<file path="config.mk">
export PLATFORM = sky130hd
export DESIGN_NAME = seq_serializer
export DESIGN_NICKNAME = d
export VERILOG_FILES = /design/src/rtl/seq_serializer.sv
export SDC_FILE = /design/constraint.sdc
export NUM_CORES = 1
export LEC_CHECK = 0
export CAP_MARGIN = 20
export CORE_ASPECT_RATIO = 1.1
export CORE_UTILIZATION = 30
export DETAILED_ROUTE_END_ITERATION = 10
export SYNTH_ARGS = -nofsm -noshare
export SYNTH_HDL_FRONTEND = slang
export SYNTH_SLANG_ARGS = --single-unit
</file>
<file path="constraint.sdc">
create_clock -name clk -period 1.4 [get_ports clk]
set_clock_uncertainty 0.15 [all_clocks]
set_input_delay 0.21 -clock clk [delete_from_list [all_inputs] [get_ports clk]]
set_output_delay 0.21 -clock clk [all_outputs]
set_load 0.005 [all_outputs]
</file>
<file path="src/rtl/seq_serializer.sv">
// Parallel-to-serial word shifter with a valid/ready load port.
// Loads a word into a shift register and emits it one bit per clock.
module seq_serializer #(
    parameter int WIDTH     = 8,
    parameter bit MSB_FIRST = 1'b1
) (
    input  logic             clk,
    input  logic             reset,
    input  logic [WIDTH-1:0] data_in,
    input  logic             load_valid,
    output logic             load_ready,
    output logic             dout,
    output logic             dout_valid,
    output logic             frame_done
);

    localparam int CW = $clog2(WIDTH);

    typedef enum logic {
        IDLE,
        SHIFT
    } state_t;

    state_t           state, state_n;
    logic [WIDTH-1:0] sreg, sreg_n;
    logic [CW-1:0]    cnt, cnt_n;
    logic             dout_n;
    logic             valid_n;
    logic             last;
    logic             accept;

    assign last       = (state == SHIFT) && (cnt == '0);
    assign load_ready = (state == IDLE) || last;
    assign frame_done = last;
    assign accept     = load_valid && load_ready;

    always_ff @(posedge clk or negedge reset) begin
        if (!reset) begin
            state      <= IDLE;
            sreg       <= '0;
            cnt        <= '0;
            dout       <= 1'b0;
            dout_valid <= 1'b0;
        end else begin
            state      <= state_n;
            sreg       <= sreg_n;
            cnt        <= cnt_n;
            dout       <= dout_n;
            dout_valid <= valid_n;
        end
    end

    // sreg shifts so the next bit always sits next to the one already on dout
    always_comb begin
        state_n = state;
        sreg_n  = sreg;
        cnt_n   = cnt;
        dout_n  = 1'b0;
        valid_n = 1'b0;
        if (accept) begin
            state_n = SHIFT;
            sreg_n  = data_in;
            cnt_n   = CW'(WIDTH - 1);
            dout_n  = MSB_FIRST ? data_in[WIDTH-1] : data_in[0];
            valid_n = 1'b1;
        end else if (state == SHIFT && cnt != '0) begin
            sreg_n  = MSB_FIRST ? (sreg << 1) : (sreg >> 1);
            cnt_n   = cnt - 1'b1;
            dout_n  = MSB_FIRST ? sreg[WIDTH-2] : sreg[1];
            valid_n = 1'b1;
        end else if (last) begin
            state_n = IDLE;
        end
    end

endmodule

</file>
* Yosys cells after proc, flatten, opt, wreduce, memory -nomap -nowiden *
Cells that the tools add are included.

word-level totals
  register bits = 13
  output and inout bits = 4
  word-level logic and storage cells = 28

operators by class
  add/subtract/negate cells = 1
  equality and inequality tests = 1
  mux-type cells = 11
  bitwise operators = 1
  reductions and logical operators = 9

operators with widths
  operator                                                            count
  7-bit 2-to-1 mux                                                    2
  1-bit 2-to-1 mux                                                    7
  3-bit 2-to-1 mux                                                    2
  2-bit nonzero test                                                  2
  1-bit logical AND                                                   3
  3-bit zero test                                                     1
  3-bit nonzero test                                                  1
  3-bit by 1-bit subtractor with 3-bit output, second input constant  1
  2-bit inequality test, second input constant                        1
  2-bit AND reduction                                                 1
  1-bit logical OR                                                    1
  1-bit NOT                                                           1

* Logic depth before layout (Yosys ltp) *
  word-level depth = 6
  gate-level depth with buffers = 7
  mapped depth without buffers = 6

* Least setup slack after synthesis *
Ideal clock, no wire load.

  path kind = register to output
  start = register cnt[0]
  end = output load_ready
  arrival time = 1.163 ns
  required time = 1.040 ns
  path slack = -0.123 ns
  cell stages (with the launch flop) = 7
  buffers on the path = 1
  cells stage by stage = dfrtp_1 inv_1 ha_1 ha_1 nor2b_4 buf_2 inv_1

on the way
  cells in the longest elaborated chain, start to end = 3

RTL lines
  item                    line  RTL
  from (decl)             26    logic [CW-1:0] cnt, cnt_n;
  from (signal assigned)  47    cnt <= cnt_n;
  3-bit zero test         32    assign last = (state == SHIFT) && (cnt == '0);
  1-bit logical AND       32
  1-bit logical OR        33    assign load_ready = (state == IDLE) || last;
  to (decl)               11    output logic load_ready,

Every way passes these cells.

* Final worst setup path *
  start = register cnt[1]
  end = output load_ready

Same word-level chain as after synthesis.

==> results.md <==
- The tree is rooted in a clkbuf_4.
- The worst register-to-register path begins at cnt[1].
- Yosys attributes the largest share of cell area to dfrtp_1 55%, mux2i_1 12%, nand2_1 5.1%.
- The master of the slowest instance on the critical path is dfrtp_1.
- The global route total overflow is 0.
- The checks that failed: setup timing.
- The worst hold margin is 84.3 ps.
- The largest vdd supply drop is around 0.77 mV.
- Across every metal layer, demand over resource in global routing totals approximately 12%.
- The tightest slew margin relative to the limit is between 80% and 90%.
- The total of endpoints with negative setup slack in the final report is 15.
- The setup TNS is -2250 ps.
- The count of pins over their slew limit is 0.
- The clock insertion delay at the later pin of the skew report is roughly 280 ps.
- The library cells used most frequently in the layout, excluding fill and tap cells, are 13 x dfrtp_1, 10 x clkdlybuf4s50_1, 8 x nand2_1, 7 x mux2i_1, 6 x buf_4.
- Relative to the synthesized area, the layout overhead comes to 52.8%.
- Total power for the finished layout comes to 0.00162 W.
- Following the worst setup path forward leads to its endpoint at load_ready.
- The floorplan step defined a die boundary enclosing 2160 um2.
- The family of cells with the greatest summed delay on the critical path is flip-flops.
- For this design, the sink count on the clock tree is 13.
- The buffer levels on the longest clock path is 2.
- The total area inside the core boundary comes to 1820 um2.
- The endpoint of the most critical register-to-register path is dout_valid.
- The cell taking the most area after synthesis is dfrtp_1.
- The total of max-cap violations is 0.
- In this run the cell area measured after placement is 802 um2.
- Counting flops and latches in the post-synthesis netlist gives 13.
- TritonCTS built the clock tree.
- After clock tree synthesis, the clock-pin slew on the worst setup and hold paths is approximately 90 ps.
- After detailed routing, the number of remaining DRC violations is 0.
- In this run the mean area of a mapped cell was 10.8 um2.
- CTS built an H-tree with a depth of 1.
- The worst-path maximum fanout is 2.
- The gate count of the mapped netlist is 55.
- The count of buffers added on input and output ports is 14.
- The number of DRC markers after the initial detailed-route iteration is 7.
- The total power density per cell area is around 1800 nW/um2.
- In this run the cell area of the synthesized design comes to approximately 590 um2.
- The number of global-route vias before repair is roughly 450.
- The number of inserted diodes is 0.
- The combined buffer and inverter count along the critical path is 3.
- By startpoint and endpoint, the worst setup path is classified as reg -> out.
- The synthesized design devotes to its leading area cell type roughly 55% of total area.
- The critical path starts at cnt[1].
- The first global-routing pass estimated 1.88 mm of wire.
- The clock buffer count from CTS is 3.
- The smallest clock period supported by the final layout is computed as 1660 ps.
- The highest attainable clock frequency is approximately 0.60 GHz.
- The total length of routed wires is around 1.1 mm.
- The post-route antenna net violation count is 0.
- The critical path runs through a total of 6 cells.
- The total via count after detailed routing is 467.
- The final weighted congestion in routability-driven placement is about 0.64.
- After detailed routing, the average wire length per cell comes to 10.6 um.
- The number of warnings reported in the yosys synthesis log is 0.
- The run finished, with violations left.
- The average vias per placed instance is 4.41.
- The post-route netlist has a little under a third of its cells at a drive strength greater than 1.
- The count of nets after finishing is 93.
- The type of element capturing the critical path is an output pin.
- Entering global routing, the biggest net connects 14 pins.
- The number of detailed-routing iterations run before antenna repair is 4.
- The count of cell types in the netlist is 17.
- For this design the static power due to leakage is around 0.43 nW.
- The pin slew with the least headroom to its limit is approximately 160 ps.
- After routing the design area is roughly 910 um2.
- STA classifies the critical path startpoint as a register.
- The endpoint required time on the critical path is approximately 1000 ps.
- Summing the sequential cell areas from Yosys gives 54.7% of the chip area.
- When the netlist entered floorplanning its net count stood at a little under 70.
- For the worst setup path, the data arrival time is about 1300 ps.
- Pin placement for this block handled 15 I/O pins.
- The number of antenna violations at the first check in global routing is 0.
- The final number of hold-violating endpoints is 0.
- Setup repair after global routing could not meet its margin everywhere.
- The number of placement rows is 16.
- The worst register-to-register path has a setup slack of -240 ps.
- The path depth of the worst reg2reg path is 7.
- Measured along the x axis, the die boundary spans 44.4 um.
- Counting the fill cells in the layout gives approximately 170.
- The initial core utilization is between 30% and 40%.
- The class of the most critical hold timing path is in -> async.
- In the post-route analysis, the smallest setup slack over all paths is -259 ps.
- The height of the die is 48.7 um.
- The post-DP HPWL is 692 um.
- The maximum cell stage delay along the critical path is about 350 ps.
- The leading cell type in the layout, fill and taps excluded is dfrtp_1.
- The critical path goes through inv_1 > ha_2 > ha_4 > nor2b_4 > inv_2 > buf_6.
- The final critical path takes up 118% of the cycle.
==> stage by stage <==
step                      setup slack (ps)  cells  util, %
after floorplan                       8.69     55        -
after global placement                -292     97     44.0
after detailed placement              -317     97     44.0
after CTS                             -277    104     48.7
after global routing                  -321    106     49.9
final                                 -259    106     49.9
==> kinds of logic (layout without fill, tap and decap cells) <==
| kind of cell | after synthesis | count (layout) | synth area share, % |
|---|---|---|---|
| and+or+nand+nor | 16 | 16 | 13.7 |
| DFF | 13 | 13 | 54.7 |
| AOI/OAI and AO/OA | 10 | 10 | 9.05 |
| muxes | 7 | 7 | 11.8 |
| buffers and inverters | 7 | 31 | 6.53 |
| adders and majority gates | 2 | 2 | 4.21 |
==> routing by layer <==
layer / part of all wire [%] / global-route usage [%]
met4: 1.3 / 4.55
met3: 6.4 / 6.72
met5: 0 / 0
met2: 48 / 19.1
met1: 44 / 14.5
==> registers in the layout, summed over array words and instances (netlist names) <==
| name | count |
|---|---|
| dout_valid | 1 |
| sreg | 7 |
| state | 1 |
| dout | 1 |
| cnt | 3 |
==> cells in the mapped netlist, drive strengths merged <==
cell type,instances
nor2,1
nor3,3
nor2b,1
o21ai,7
or2,2
and2,1
inv,4
mux2i,7
buf,3
nand2,8
dfrtp,13
ha,2
a21oi,3
==> worst min-delay path by stage <==
stage                 start  endpoint  cells past startpoint
detailed placement  sreg[4]   sreg[5]                      2
global route          reset    cnt[0]                      2
floorplan             reset    cnt[0]                      0
finish                reset    cnt[2]                      2
CTS                   reset    cnt[0]                      2
global placement    sreg[2]   sreg[3]                      2
==> report_power, final <==
group          leakage, nW  switching, W  internal, W
registers            0.160     0.0000620     0.000519
logic                0.253      0.000342     0.000469
clock network       0.0177      0.000125     0.000106
==> timing repair <==
| item | in CTS | in global routing |
|---|---|---|
| buffers inserted | 2 | 2 |
| endpoints found under the setup margin | 17 | 15 |
| hold buffers | 0 | 0 |
| cloned | 1 | 0 |
| pin swaps | 2 | 1 |
| gates resized for setup | 17 | 1 |
==> area by class of cell <==
class                      count  area [um2]  share of cell area (%)
clock inverter                 1        5.00                   0.551
clock buffer                   3        22.5                    2.48
timing repair buffer          23         246                    27.1
tap                           27        33.8                    3.72
inverter                       4        15.0                    1.65
sequential                    13         325                    35.8
multi-input combinational     35         260                    28.7
No activity file was read; power rests on OpenSTA's default activity.
